`config.mk`:
```
export PLATFORM = sky130hd
export DESIGN_NAME = hazard_ctrl
export DESIGN_NICKNAME = d
export VERILOG_FILES = /design/src/rtl/pipe_pkg.sv /design/src/rtl/sat_counter.sv /design/src/rtl/hazard_ctrl.sv
export SDC_FILE = /design/constraint.sdc
export NUM_CORES = 1
export LEC_CHECK = 0
export CORE_MARGIN = 10
export CORE_UTILIZATION = 38
export DETAILED_ROUTE_END_ITERATION = 8
export PLACE_DENSITY = 0.76
export SYNTH_ARGS = -nofsm -noshare
export SYNTH_HDL_FRONTEND = slang
export SYNTH_SLANG_ARGS = --single-unit
```
`constraint.sdc`:
```
create_clock -name clk -period 2.2 [get_ports clk]
set_input_delay 0.44 -clock clk [delete_from_list [all_inputs] [get_ports clk]]
set_output_delay 0.44 -clock clk [all_outputs]
set_load 0.02 [all_outputs]
```
`src/rtl/pipe_pkg.sv`:
```
// Shared types and constants for the pipeline hazard controller.
package pipe_pkg;

    localparam int REG_W = 4;
    localparam logic [REG_W-1:0] ZERO_REG = 4'd0;

    typedef enum logic [1:0] {
        RUN  = 2'd0,
        WAIT = 2'd1,
        HALT = 2'd2
    } hazard_state_e;

endpackage

```
`src/rtl/sat_counter.sv`:
```
// Up-counter that sticks at all-ones instead of wrapping.
module sat_counter #(
    parameter int W = 16
) (
    input  logic         clk,
    input  logic         rst_n,
    input  logic         inc,
    output logic [W-1:0] count
);

    logic [W-1:0] count_q;
    logic [W-1:0] count_d;

    always_comb begin
        count_d = count_q;
        if (inc && (count_q != {W{1'b1}})) begin
            count_d = count_q + 1'b1;
        end
    end

    always_ff @(posedge clk) begin
        if (!rst_n) begin
            count_q <= '0;
        end else begin
            count_q <= count_d;
        end
    end

    assign count = count_q;

endmodule

```
`src/rtl/hazard_ctrl.sv`:
```
// Stall/flush controller for the 5-stage core: load-use bubbles, taken-branch
// flushes, data-memory freezes and a timeout halt with sticky error.
//
// state | meaning
// RUN   | pipeline advanced last cycle
// WAIT  | previous cycle was frozen on data memory
// HALT  | memory timeout; only reset leaves this state
module hazard_ctrl
    import pipe_pkg::*;
#(
    parameter int CNT_W       = 16,
    parameter int MEM_TIMEOUT = 64
) (
    input  logic             clk,
    input  logic             rst_n,
    input  logic [REG_W-1:0] IF_IDRs,
    input  logic [REG_W-1:0] IF_IDRt,
    input  logic             IF_IDUsesRt,
    input  logic [REG_W-1:0] ID_EXRt,
    input  logic             ID_EXMemRead,
    input  logic             EX_Taken,
    input  logic             EX_MEMMemReq,
    input  logic             dmem_ready,
    output logic             PCWrite,
    output logic             IF_IDWrite,
    output logic             ID_EXBubble,
    output logic             IF_IDFlush,
    output logic             ID_EXFlush,
    output logic             EX_MEMHold,
    output logic             MEM_WBBubble,
    output logic             halt,
    output logic             mem_err,
    output logic [CNT_W-1:0] stall_cnt,
    output logic [CNT_W-1:0] flush_cnt
);

    localparam int WC_W = $clog2(MEM_TIMEOUT) + 1;
    localparam logic [WC_W-1:0] WAIT_LAST = WC_W'(MEM_TIMEOUT - 1);

    hazard_state_e   state_q, state_d;
    logic [WC_W-1:0] wait_cnt_q, wait_cnt_d;
    logic            mem_err_q, mem_err_d;

    logic load_use;
    logic frozen;
    logic stall_inc;
    logic flush_inc;

    assign load_use = ID_EXMemRead && (ID_EXRt != ZERO_REG) &&
                      ((ID_EXRt == IF_IDRs) || (IF_IDUsesRt && (ID_EXRt == IF_IDRt)));
    assign frozen   = EX_MEMMemReq && !dmem_ready;

    always_comb begin
        PCWrite      = 1'b1;
        IF_IDWrite   = 1'b1;
        ID_EXBubble  = 1'b0;
        IF_IDFlush   = 1'b0;
        ID_EXFlush   = 1'b0;
        EX_MEMHold   = 1'b0;
        MEM_WBBubble = 1'b0;
        stall_inc    = 1'b0;
        flush_inc    = 1'b0;
        state_d      = RUN;
        wait_cnt_d   = '0;
        mem_err_d    = mem_err_q;

        if (!rst_n) begin
            mem_err_d = 1'b0;
        end else if (state_q == HALT) begin
            PCWrite      = 1'b0;
            IF_IDWrite   = 1'b0;
            EX_MEMHold   = 1'b1;
            MEM_WBBubble = 1'b1;
            state_d      = HALT;
            wait_cnt_d   = wait_cnt_q;
        end else if (frozen) begin
            // Branch and load-use decisions wait until the pipeline moves again.
            PCWrite      = 1'b0;
            IF_IDWrite   = 1'b0;
            EX_MEMHold   = 1'b1;
            MEM_WBBubble = 1'b1;
            stall_inc    = 1'b1;
            wait_cnt_d   = wait_cnt_q + 1'b1;
            if (wait_cnt_q == WAIT_LAST) begin
                state_d   = HALT;
                mem_err_d = 1'b1;
            end else begin
                state_d = WAIT;
            end
        end else if (EX_Taken) begin
            // Any load-use consumer sits in IF/ID and is being flushed anyway.
            IF_IDFlush = 1'b1;
            ID_EXFlush = 1'b1;
            flush_inc  = 1'b1;
        end else if (load_use) begin
            PCWrite     = 1'b0;
            IF_IDWrite  = 1'b0;
            ID_EXBubble = 1'b1;
            stall_inc   = 1'b1;
        end
    end

    always_ff @(posedge clk) begin
        if (!rst_n) begin
            state_q    <= RUN;
            wait_cnt_q <= '0;
            mem_err_q  <= 1'b0;
        end else begin
            state_q    <= state_d;
            wait_cnt_q <= wait_cnt_d;
            mem_err_q  <= mem_err_d;
        end
    end

    assign halt    = (state_q == HALT);
    assign mem_err = mem_err_q;

    sat_counter #(.W(CNT_W)) u_stall_cnt (
        .clk   (clk),
        .rst_n (rst_n),
        .inc   (stall_inc),
        .count (stall_cnt)
    );

    sat_counter #(.W(CNT_W)) u_flush_cnt (
        .clk   (clk),
        .rst_n (rst_n),
        .inc   (flush_inc),
        .count (flush_cnt)
    );

endmodule

```
==> reports/results.txt, run 1 <==
Result of the run = finished, final reports clean
Clock tree skew after final layout = 0.00832 ns
Post-synth top area share = 38.8%
Number of nets still failing antenna checks after routing = 0
Via Count = 2240
Global-route wire length before repair = 10200 um
Maximum clock frequency = 470 MHz
Post-CTS Hold Buffers = 0
Post-Syn Area per Cell = 8.36 sq um
Library cell with the highest instance count after synthesis = sky130_fd_sc_hd__dfxtp_1
Number of buffers added by the clock tree synthesis step = 5
Total inserted antenna cells = 0
Final number of setup-violating endpoints = 0
Number of global-route vias before repair = 2200
Final-report hold violation count = 0
Area inside the core boundary = 0.00551 sq mm
Critical-path maximum fanout = 3
Cell area after technology mapping = 0.00216 sq mm
Most instantiated flip-flop cell in the synthesis netlist = sky130_fd_sc_hd__dfxtp_1
Maximum clock path buffer count = 2
Leftover overflow at the end of global routing = 0
Worst ir drop on vdd = 0.000307 V
Fraction of power consumed by combinational cells = 14.0%
Average wire per standard cell = 15.0 um
DRC violations left = 0
CTS tree = built
DIE AREA = 0.00912 sq mm
Arrival time reported for the critical path endpoint = 2.32 ns
Vias per inst = 5.37
CP Capture Type = register
Power spent charging and discharging nets = 0.000379 W
Fraction of synthesis flops using an asynchronous set or reset pin = 0%
Post-DP Area = 0.00299 sq mm
Relative slew slack = 72.0%
Horiz. Die Dim = 95.5 um
First-pass DRT Iterations = 4
Internal Pwr Total = 0.00112 W
Placed Instances = 407
Detailed Place HPWL = 4670 um
Area growth from synthesis to final layout = 48.4%
Starting DRT DRC Count = 92
Worst slack, placed = -0.803 ns
Input/output buffers = 59
Required time worst endpoint = 2.39 ns
Maxcap violations = 0
Initial Utilization = 39.3%
Ranking of synthesized cells by area = sky130_fd_sc_hd__dfxtp_1, sky130_fd_sc_hd__nand2_1, sky130_fd_sc_hd__xor2_1, sky130_fd_sc_hd__nand3_1, sky130_fd_sc_hd__nor2_1
GRT Overall Usage = 13.9%
Smallest setup slack after layout = 0.0704 ns
Post-Route WL = 6270 um
Post-Syn Instances = 259
I/O pin count = 60
Sum Neg Setup Slack = 0 ns
Pin count of the biggest net entering global routing = 17
Clock period minus final worst setup slack = 2.13 ns
Latest clock arrival within the worst-skew pair = 0.30 ns
Maximum level of the CTS H-tree = 2
EDFF count, synth = 0
Final Instance Area = 0.00321 sq mm
Static leakage power = 1.18 nW
Number of clock sinks = 42
Nature of the critical path startpoint = input port
Cell depth of the worst min-delay path = 2
Die Span Y = 95.5 um
Syn nets = 281
Antenna violations before repair = 0
Top cells by count, synth = sky130_fd_sc_hd__dfxtp_1, sky130_fd_sc_hd__nand2_1, sky130_fd_sc_hd__nor2_1
Row count = 27
Cell at the root of the clock tree = sky130_fd_sc_hd__clkbuf_8
Switching part of the total power = 25.2%
Proportion of layout cells with a drive suffix above 1 = 21.4%
Final cycle utilization of the critical path = 96.8%
Final Max Slew Viols = 0
Power Dens Cells = 468 mW/mm^2
Sequential element share of the synthesized area = 38.8%
Routability-driven placement congestion ratio = 0.806
Number of warnings reported in the yosys synthesis log = 0
Register clock-pin slew on the reported worst setup and hold paths = 0.08 ns
Length in cells of the worst reg-to-reg path = 6
Critical path type = input port to register
Yosys top cell by area = sky130_fd_sc_hd__dfxtp_1
NumNets Final = 366
Unrepaired setup endpoints after global routing = yes
Final std cells w/o fill = 417
Clk pwr share = 34.3%
FF+latch count, synth = 42
Proportion of power drawn by flip-flops and latches = 51.7%
Class of the tightest hold or removal check = register to register
Worst-Margin Slew = 0.416 ns
Number of library cell types mapped by synthesis = 45
==> registers in the layout, indices dropped and copies added (netlist names) <==
signal and flops:
state_q 2, u_stall_cnt.count 16, wait_cnt_q 7, u_flush_cnt.count 16, mem_err 1
==> final timing paths <==
| kind | startpoint | to | slack, ns |
|---|---|---|---|
| worst max-delay path | ID_EXRt[0] | u_stall_cnt.count[14]$_SDFFE_PN0P_ | 0.07 |
| worst min-delay path | mem_err$_SDFFE_PN0P_ | mem_err$_SDFFE_PN0P_ | 0.48 |
| worst max register to register | u_stall_cnt.count[3]$_SDFFE_PN0P_ | u_stall_cnt.count[15]$_SDFFE_PN0P_ | 0.18 |
| worst min register to register | mem_err$_SDFFE_PN0P_ | mem_err$_SDFFE_PN0P_ | 0.48 |
==> power groups by stage <==
stage | Sequential, W | Combinational [W] | Clock, W
2_1_floorplan | 0.000803 | 0.0000762 | 0
3_3_place_gp | 0.000793 | 0.000187 | 0
3_5_place_dp | 0.000794 | 0.000192 | 0
4_1_cts | 0.000776 | 0.000199 | 0.000525
5_1_grt | 0.000778 | 0.000229 | 0.000554
6_report | 0.000776 | 0.000211 | 0.000515
==> logic make-up (layout without fill, tap and decap cells) <==
logic type / after synthesis / in the layout / share of synthesized area, %
simple gates: 122 / 122 / 30.2
compound gates: 49 / 49 / 14.9
flops: 42 / 42 / 38.8
buf+inv: 20 / 106 / 4.68
mux: 5 / 5 / 2.31
fa+ha+maj: 3 / 3 / 1.73
xor+xnor: 18 / 18 / 7.28
==> cell usage in the layout (no fill, tap or decap), types with 4 or more instances in the layout <==
| master | netlist | final |
|---|---|---|
| sky130_fd_sc_hd__and3_1 | 4 | 4 |
| sky130_fd_sc_hd__clkdlybuf4s50_1 | 0 | 38 |
| sky130_fd_sc_hd__a21oi_1 | 15 | 12 |
| sky130_fd_sc_hd__nor3_1 | 9 | 7 |
| sky130_fd_sc_hd__nand2b_1 | 5 | 5 |
| sky130_fd_sc_hd__xnor2_1 | 8 | 5 |
| sky130_fd_sc_hd__xor2_1 | 10 | 7 |
| sky130_fd_sc_hd__nand4_1 | 7 | 7 |
| sky130_fd_sc_hd__nand2_1 | 28 | 25 |
| sky130_fd_sc_hd__mux2i_1 | 5 | 5 |
| sky130_fd_sc_hd__buf_4 | 3 | 29 |
| sky130_fd_sc_hd__dfxtp_1 | 42 | 42 |
| sky130_fd_sc_hd__dlygate4sd2_1 | 0 | 10 |
| sky130_fd_sc_hd__inv_1 | 8 | 8 |
| sky130_fd_sc_hd__or3_1 | 9 | 9 |
| sky130_fd_sc_hd__o31ai_1 | 7 | 7 |
| sky130_fd_sc_hd__nand3_1 | 17 | 16 |
| sky130_fd_sc_hd__o21ai_0 | 11 | 11 |
| sky130_fd_sc_hd__nor2_1 | 21 | 21 |
| sky130_fd_sc_hd__clkbuf_8 | 0 | 6 |
| sky130_fd_sc_hd__and4_1 | 5 | 5 |
| sky130_fd_sc_hd__or4_1 | 8 | 6 |
| sky130_fd_sc_hd__buf_6 | 1 | 5 |
==> stage by stage <==
| step | power (W) | hold slack, ns | util [%] |
|---|---|---|---|
| 2_1_floorplan | 0.000879 | 0.458 | - |
| 3_3_place_gp | 0.000981 | 0.459 | 54.3 |
| 3_5_place_dp | 0.000986 | 0.467 | 54.3 |
| 4_1_cts | 0.00150 | 0.490 | 57.0 |
| 5_1_grt | 0.00156 | 0.520 | 58.4 |
| 6_report | 0.00150 | 0.478 | 58.4 |
==> timing repair <==
action                     in CTS  in global routing
buffers inserted                1                  2
pin swaps                      11                  7
setup endpoints to repair      15                 20
resized for setup              55                 24
==> critical path: stages <==
cell	delay, ns
sky130_fd_sc_hd__clkdlybuf4s15_2	0.21
sky130_fd_sc_hd__xor2_2	0.19
sky130_fd_sc_hd__o41ai_4	0.39
sky130_fd_sc_hd__buf_4	0.19
sky130_fd_sc_hd__a21oi_4	0.06
sky130_fd_sc_hd__or4_4	0.49
sky130_fd_sc_hd__o311a_1	0.36
==> area by class of cell <==
cell class / instances / area (sq um)
Multi-Input combinational cell: 197 / 1360
Inverter: 9 / 36.3
Clock inverter: 1 / 5.00
Fill cell: 477 / 2290
Sequential cell: 42 / 841
Tap cell: 72 / 90.1
Clock buffer: 7 / 86.3
Timing Repair Buffer: 89 / 796
==> routing by layer <==
layer  global-route usage (%)  up-vias  share of wire [%]
met4                     5.77        0                1.1
met1                     14.2     1061                 41
li1                         -     1111                  -
met5                        0        -                  0
met2                     25.6       60                 51
met3                     4.16        8                7.1
No activity file was read; power rests on OpenSTA's default activity.
==> inputs of run 2 (changes only) <==
ABC_CLOCK_PERIOD_IN_PS = 2200   (was not set)
CELL_PAD_IN_SITES_DETAIL_PLACEMENT = 1   (was not set)
CELL_PAD_IN_SITES_GLOBAL_PLACEMENT = 2   (was not set)
CORE_UTILIZATION = 27   (was 38)
PLACE_DENSITY = 0.88   (was 0.76)
SKIP_CTS_REPAIR_TIMING = 1   (was not set)
==> run 2 against run 1 <==
  * Sequential cell count unchanged
  * Power rose by 4.7%
  * Core utilization down 16 points
  * Count of clock-buffer cells in the layout grew 1
  * Critical path depth unchanged
  * Largest power group unchanged
  * Critical path type unchanged
  * Via count is 1.8% higher
  * Die area increased by 32%
  * Clock power increased by 14%
  * Setup slack improved by 0.0064 ns
  * Global-route usage shrank 2.1 points
  * Register-to-register slack barely moved
  * Final cell count up 7.0%
==> reports/results.txt, run 2 (synthesis gave the netlist of run 1 again) <==
Die Span Y = 110 um (was 95.5 um)
Worst-Margin Slew = 0.489 ns (was 0.416 ns)
Stage delay of the slowest cell on the critical path = 0.53 ns (was 0.49 ns)
Relative slew slack = 67.2% (was 72.0%)
Origin of the worst setup path = rst_n (was ID_EXRt[0])
Clock period minus final worst setup slack = 2.12 ns (was 2.13 ns)
Starting DRT DRC Count = 47 (was 92)
Clock tree skew after final layout = 0.00397 ns (was 0.00832 ns)
Last element of the critical path = u_flush_cnt.count[8]$_SDFFE_PN0P_ (was u_stall_cnt.count[14]$_SDFFE_PN0P_)
Fill count = 933 (was 477)
DRC violations left = 0 (unchanged)
Static leakage power = 1.29 nW (was 1.18 nW)
Worst ir drop on vdd = 0.000214 V (was 0.000307 V)
CTS tree = built (unchanged)
Total inserted antenna cells = 0 (unchanged)
Final cycle utilization of the critical path = 96.5% (was 96.8%)
Average wire per standard cell = 15.8 um (was 15.0 um)
Area inside the core boundary = 0.00777 sq mm (was 0.00551 sq mm)
Most frequent standard cell in the layout excluding fill and tap cells = sky130_fd_sc_hd__dfxtp_1 (unchanged)
Final std cells w/o fill = 446 (was 417)
Commonest cells after routing, fill and taps aside = sky130_fd_sc_hd__dfxtp_1, sky130_fd_sc_hd__clkdlybuf4s50_1, sky130_fd_sc_hd__buf_4 (unchanged)
Detailed Place HPWL = 5540 um (was 4670 um)
Number of buffer and inverter instances along the worst setup path = 1 (was 2)
DIE AREA = 0.0120 sq mm (was 0.00912 sq mm)
Pin count of the biggest net entering global routing = 18 (was 17)
CP Capture Type = register (unchanged)
Number of buffers added by the clock tree synthesis step = 5 (unchanged)
Input/output buffers = 59 (unchanged)
Leftover overflow at the end of global routing = 0 (unchanged)
I/O pin count = 60 (unchanged)
Final-report hold violation count = 0 (unchanged)
Placed Instances = 438 (was 407)
Via Count = 2281 (was 2240)
Worst flop-to-flop path startpoint = u_stall_cnt.count[4]$_SDFFE_PN0P_ (was u_stall_cnt.count[3]$_SDFFE_PN0P_)
Area growth from synthesis to final layout = 50.4% (was 48.4%)
Proportion of layout cells with a drive suffix above 1 = 19.2% (was 21.4%)
Critical path type = input port to register (unchanged)
Result of the run = finished, final reports clean (unchanged)
Required time worst endpoint = 2.39 ns (about the same)
Row count = 32 (was 27)
Final number of setup-violating endpoints = 0 (unchanged)
Arrival time reported for the critical path endpoint = 2.31 ns (was 2.32 ns)
Length in cells of the worst reg-to-reg path = 6 (unchanged)
Vias per inst = 5.11 (was 5.37)
Maximum level of the CTS H-tree = 2 (unchanged)
Cell family contributing the most delay on the critical path = simple AND/OR/NAND/NOR gates (was compound AO/OA/AOI/OAI gates)
Maximum clock path buffer count = 2 (unchanged)
Cell at the root of the clock tree = sky130_fd_sc_hd__clkbuf_8 (unchanged)
Final Max Slew Viols = 0 (unchanged)
Capturing point of the worst reg2reg path = u_stall_cnt.count[15]$_SDFFE_PN0P_ (unchanged)
Unrepaired setup endpoints after global routing = yes (unchanged)
Number of clock sinks = 42 (unchanged)
Flop2flop setup slack = 0.17 ns (was 0.18 ns)
Horiz. Die Dim = 110 um (was 95.5 um)
Post-DP Area = 0.00304 sq mm (was 0.00299 sq mm)
Class of the tightest hold or removal check = register to register (unchanged)
Power Dens Cells = 483 mW/mm^2 (was 468 mW/mm^2)
Post-Route WL = 7040 um (was 6270 um)
Final Instance Area = 0.00326 sq mm (was 0.00321 sq mm)
Latest clock arrival within the worst-skew pair = 0.30 ns (about the same)
Number of nets still failing antenna checks after routing = 0 (unchanged)
Nature of the critical path startpoint = input port (unchanged)
Util after Layout = 41.9% (was 58.4%)
GRT Overall Usage = 11.8% (was 13.9%)
Critical-path maximum fanout = 4 (was 3)
Initial Utilization = 27.9% (was 39.3%)
Antenna violations before repair = 0 (unchanged)
NumNets Final = 365 (was 366)
First-pass DRT Iterations = 4 (unchanged)
Global-route wire length before repair = 11400 um (was 10200 um)
Number of global-route vias before repair = 2353 (was 2200)
Critical-path cell with the highest stage delay = sky130_fd_sc_hd__clkdlybuf4s50_1 (was sky130_fd_sc_hd__or4_4)
Register clock-pin slew on the reported worst setup and hold paths = 0.08 ns (about the same)
Routability-driven placement congestion ratio = 0.796 (was 0.806)
Worst path depth = 7 (unchanged)
Critical-path cell list = clkdlybuf4s50_1 > nand2_1 > or4b_4 > a211o_1 > nor3_2 > xnor2_1 > nor2_1 (was clkdlybuf4s15_2 > xor2_2 > o41ai_4 > buf_4 > a21oi_4 > or4_4 > o311a_1)
Maxcap violations = 0 (unchanged)
Maximum clock frequency = 471 MHz (was 470 MHz)
==> run 2: cell types whose count changed in the layout (fill, tap and decap cells not counted), sizes merged <==
cell | previous run | this run
dlymetal6s2s | 1 | 14
dlygate4sd2 | 10 | 0
buf | 35 | 33
clkdlybuf4s15 | 2 | 0
clkbuf | 10 | 11
clkinv | 1 | 0
==> run 2: cell type report <==
type	instances	area [sq um]	share of cell area [%]
multi-input combinational	197	1320	40.4
sequential	42	841	25.8
timing repair buffer	88	826	25.4
tap	102	128	3.92
clock buffer	8	110	3.38
inverter	9	36.3	1.11
==> run 2: layer usage <==
metal / part of all wire [%] / GRT usage [%] / vias to the layer above
li1: - / - / 1111
met1: 41 / 12.9 / 1111
met2: 49 / 20.4 / 44
met3: 7.6 / 4.39 / 15
met4: 2.6 / 4.37 / 0
met5: 0 / 0 / -
==> run 2: stage by stage <==
step / worst slack [ns] / TNS (ns) / hold WS (ns) / power, W
6_report: 0.0768 / 0 / 0.484 / 0.00157
5_1_grt: -0.00108 / -0.00108 / 0.542 / 0.00165
4_1_cts: -0.842 / -4.56 / 0.496 / 0.00158
3_5_place_dp: -0.831 / -11.17 / 0.463 / 0.000992
3_3_place_gp: -0.804 / -9.63 / 0.452 / 0.000986
2_1_floorplan: 0.156 / 0 / 0.458 / 0.000879
==> run 2: worst min-delay path: stages, from the launching register on <==
cell and delay (ns):
sky130_fd_sc_hd__dfxtp_1 0.34, sky130_fd_sc_hd__a21oi_1 0.05, sky130_fd_sc_hd__nor2_1 0.07
==> run 2: worst min path at each step <==
stage	depth (start not counted)	slack, ns	endpoint	start
final	2	0.48	mem_err$_SDFFE_PN0P_	mem_err$_SDFFE_PN0P_
after floorplan	2	0.46	wait_cnt_q[5]$_SDFFE_PN0N_	wait_cnt_q[5]$_SDFFE_PN0N_
after detailed placement	2	0.46	mem_err$_SDFFE_PN0P_	mem_err$_SDFFE_PN0P_
after global routing	2	0.54	u_stall_cnt.count[9]$_SDFFE_PN0P_	u_stall_cnt.count[9]$_SDFFE_PN0P_
after global placement	2	0.45	mem_err$_SDFFE_PN0P_	mem_err$_SDFFE_PN0P_
after CTS	2	0.50	mem_err$_SDFFE_PN0P_	mem_err$_SDFFE_PN0P_
==> run 2: power breakdown <==
| group | switching [W] | total [W] | internal, W |
|---|---|---|---|
| combinational | 0.000109 | 0.000209 | 0.000100 |
| sequential | 0.00000685 | 0.000775 | 0.000768 |
| clock | 0.000272 | 0.000589 | 0.000317 |
| total | 0.000388 | 0.00157 | 0.00118 |
==> inputs of run 3 (changes only) <==
ABC_CLOCK_PERIOD_IN_PS = 2500   (was 2200)
CORE_UTILIZATION = 29   (was 27)
PLACE_DENSITY = 0.93   (was 0.88)
clock period = 2.5 ns   (was 2.2 ns; I/O delays follow)
==> run 3 against run 2 <==
  * Sequential cell count unchanged
  * Sequential share of layout area increased by 0.93 points
  * Via count decreased by 2.1%
  * Sequential power decreased by 11%
  * Global-route usage increased by 0.55 points
  * Final cell count decreased by 2.0%
  * Combinational power decreased by 19%
  * Cell area decreased by 3.5%
  * Worst hold slack improved by 0.011 ns
  * Die area decreased by 5.7%
  * Routed wire length decreased by 1.2%
==> reports/results.txt, run 3 (synthesis gave the netlist of run 1 again) <==
Number of clock sinks = 42 (unchanged)
Final cycle utilization of the critical path = 98.0%
Worst slack, placed = -0.714 ns (was -0.831 ns)
NumNets Final = 360 (was 365)
Die Span Y = 106 um (was 110 um)
Number of buffers added by the clock tree synthesis step = 5 (unchanged)
Cell family contributing the most delay on the critical path = buffers and inverters (was simple AND/OR/NAND/NOR gates)
Commonest cells after routing, fill and taps aside = sky130_fd_sc_hd__clkdlybuf4s50_1, sky130_fd_sc_hd__dfxtp_1, sky130_fd_sc_hd__nand2_1 (was sky130_fd_sc_hd__dfxtp_1, sky130_fd_sc_hd__clkdlybuf4s50_1, sky130_fd_sc_hd__buf_4)
Maximum level of the CTS H-tree = 2 (unchanged)
Clk pwr share = 33.0% (was 37.5%)
Maximum clock frequency = 408 MHz
Util after Layout = 43.3% (was 41.9%)
Critical-path cell list = clkdlybuf4s50_1 > nand2_1 > o41ai_2 > buf_4 > nand2_4 > nand3_2 > nand2_2 > clkbuf_2 (was clkdlybuf4s50_1 > nand2_1 > or4b_4 > a211o_1 > nor3_2 > xnor2_1 > nor2_1)
I/O pin count = 60 (unchanged)
Worst ir drop on vdd = 0.000235 V (was 0.000214 V)
GRT Overall Usage = 12.4% (was 11.8%)
DRC violations left = 0 (unchanged)
DIE AREA = 0.0113 sq mm (was 0.0120 sq mm)
Number of nets still failing antenna checks after routing = 0 (unchanged)
Detailed Place HPWL = 5430 um (was 5540 um)
Static leakage power = 1.21 nW (was 1.29 nW)
CTS tree = built (unchanged)
Stage delay of the slowest cell on the critical path = 0.48 ns (was 0.53 ns)
Via Count = 2232 (was 2281)
Class of the tightest hold or removal check = register to register (unchanged)
Critical-path maximum fanout = 2 (was 4)
Final-report hold violation count = 0 (unchanged)
Grt peak-use layer = met2 (unchanged)
Register clock-pin slew on the reported worst setup and hold paths = 0.07 ns (was 0.08 ns)
Number of global-route vias before repair = 2359 (was 2353)
First-pass DRT Iterations = 4 (unchanged)
Critical-path cell with the highest stage delay = sky130_fd_sc_hd__clkdlybuf4s50_1 (unchanged)
Power spent charging and discharging nets = 0.000322 W (was 0.000388 W)
Final Max Slew Viols = 0 (unchanged)
Critical path type = input port to output port (was input port to register)
Horiz. Die Dim = 106 um (was 110 um)
Total inserted antenna cells = 0 (unchanged)
CP Capture Type = output port (was register)
Internal Pwr Total = 0.000953 W (was 0.00118 W)
Maximum clock path buffer count = 2 (unchanged)
Row count = 31 (was 32)
Fraction of power consumed by combinational cells = 13.2% (was 13.3%)
Final number of setup-violating endpoints = 0 (unchanged)
Worst-Margin Slew = 0.456 ns (was 0.489 ns)
Global routing met1 resource utilization = 13.4% (was 12.9%)
Most frequent standard cell in the layout excluding fill and tap cells = sky130_fd_sc_hd__clkdlybuf4s50_1 (was sky130_fd_sc_hd__dfxtp_1)
Sum Neg Setup Slack = 0 ns (unchanged)
Number of buffer and inverter instances along the worst setup path = 3 (was 1)
Pin count of the biggest net entering global routing = 25 (was 18)
Maxcap violations = 0 (unchanged)
Proportion of layout cells with a drive suffix above 1 = 13.6% (was 19.2%)
Relative slew slack = 69.6% (was 67.2%)
Input/output buffers = 59 (unchanged)
Leftover overflow at the end of global routing = 0 (unchanged)
Post-Route WL = 6950 um (was 7040 um)
Routability-driven placement congestion ratio = 0.787 (was 0.796)
Vias per inst = 5.11 (about the same)
Final Instance Area = 0.00314 sq mm (was 0.00326 sq mm)
Initial Utilization = 29.8% (was 27.9%)
Nature of the critical path startpoint = input port (unchanged)
Smallest setup slack after layout = 0.0503 ns (was 0.0768 ns)
Result of the run = finished, final reports clean (unchanged)
Placed Instances = 430 (was 438)
Clock tree skew after final layout = 0.00415 ns (was 0.00397 ns)
Antenna violations before repair = 0 (unchanged)
Arrival time reported for the critical path endpoint = 1.95 ns (was 2.31 ns)
Power Dens Cells = 406 mW/mm^2 (was 483 mW/mm^2)
Area inside the core boundary = 0.00725 sq mm (was 0.00777 sq mm)
Cell at the root of the clock tree = sky130_fd_sc_hd__clkbuf_8 (unchanged)
Starting DRT DRC Count = 48 (was 47)
Met2 track utilization from global routing = 22.3% (was 20.4%)
Average wire per standard cell = 15.9 um (was 15.8 um)
Latest clock arrival within the worst-skew pair = 0.29 ns (was 0.30 ns)
Proportion of power drawn by flip-flops and latches = 53.8% (was 49.3%)
Flop2flop setup slack = 0.39 ns (was 0.17 ns)
Clock period minus final worst setup slack = 2.45 ns
Post-DP Area = 0.00299 sq mm (was 0.00304 sq mm)
Met3 track utilization from global routing = 4.05% (was 4.39%)
Global-route wire length before repair = 11600 um (was 11400 um)
Switching part of the total power = 25.2% (was 24.7%)
Required time worst endpoint = 2.00 ns (was 2.39 ns)
Area growth from synthesis to final layout = 45.2% (was 50.4%)
Final std cells w/o fill = 437 (was 446)
## run 3: worst paths after layout
check,start,to,cells past startpoint
worst max-delay path,IF_IDUsesRt,IF_IDWrite,8
worst min-delay path,mem_err$_SDFFE_PN0P_,mem_err$_SDFFE_PN0P_,2
worst max register to register,u_stall_cnt.count[0]$_SDFFE_PN0P_,u_stall_cnt.count[10]$_SDFFE_PN0P_,6
worst min register to register,mem_err$_SDFFE_PN0P_,mem_err$_SDFFE_PN0P_,2
## run 3: cell type report
class | count | area (sq um)
clock buffer | 7 | 76.3
fill | 892 | 4110
inverter | 9 | 36.3
multi-input combinational | 197 | 1270
sequential | 42 | 841
tap | 99 | 124
timing repair buffer | 83 | 796
## run 3: power by group through the flow
stage                     Clock [W]  Sequential (W)  Combinational [W]
final                      0.000420        0.000686           0.000169
after global routing       0.000467        0.000688           0.000185
after CTS                  0.000439        0.000686           0.000166
after detailed placement          0        0.000702           0.000165
after global placement            0        0.000702           0.000161
after floorplan                   0        0.000707          0.0000671
## run 3: through the flow
stage                     hold WS (ns)  total power (W)
after floorplan                  0.458         0.000774
after detailed placement         0.490         0.000867
final                            0.495          0.00128
after global routing             0.541          0.00134
after CTS                        0.503          0.00129
after global placement           0.464         0.000863
## run 3: worst register-to-register path, cell delays in order (launching register included)
cell                      delay (ns)
sky130_fd_sc_hd__dfxtp_1        0.38
sky130_fd_sc_hd__ha_1           0.29
sky130_fd_sc_hd__nand4_1        0.25
sky130_fd_sc_hd__nor3_1         0.09
sky130_fd_sc_hd__or2_2          0.39
sky130_fd_sc_hd__or4_1          0.49
sky130_fd_sc_hd__a21oi_1        0.16
## run 3: per-layer routing
| metal | up-vias | share of wire [%] |
|---|---|---|
| met5 | - | 0 |
| li1 | 1100 | - |
| met3 | 7 | 5.4 |
| met4 | 0 | 0.98 |
| met2 | 36 | 52 |
| met1 | 1089 | 42 |
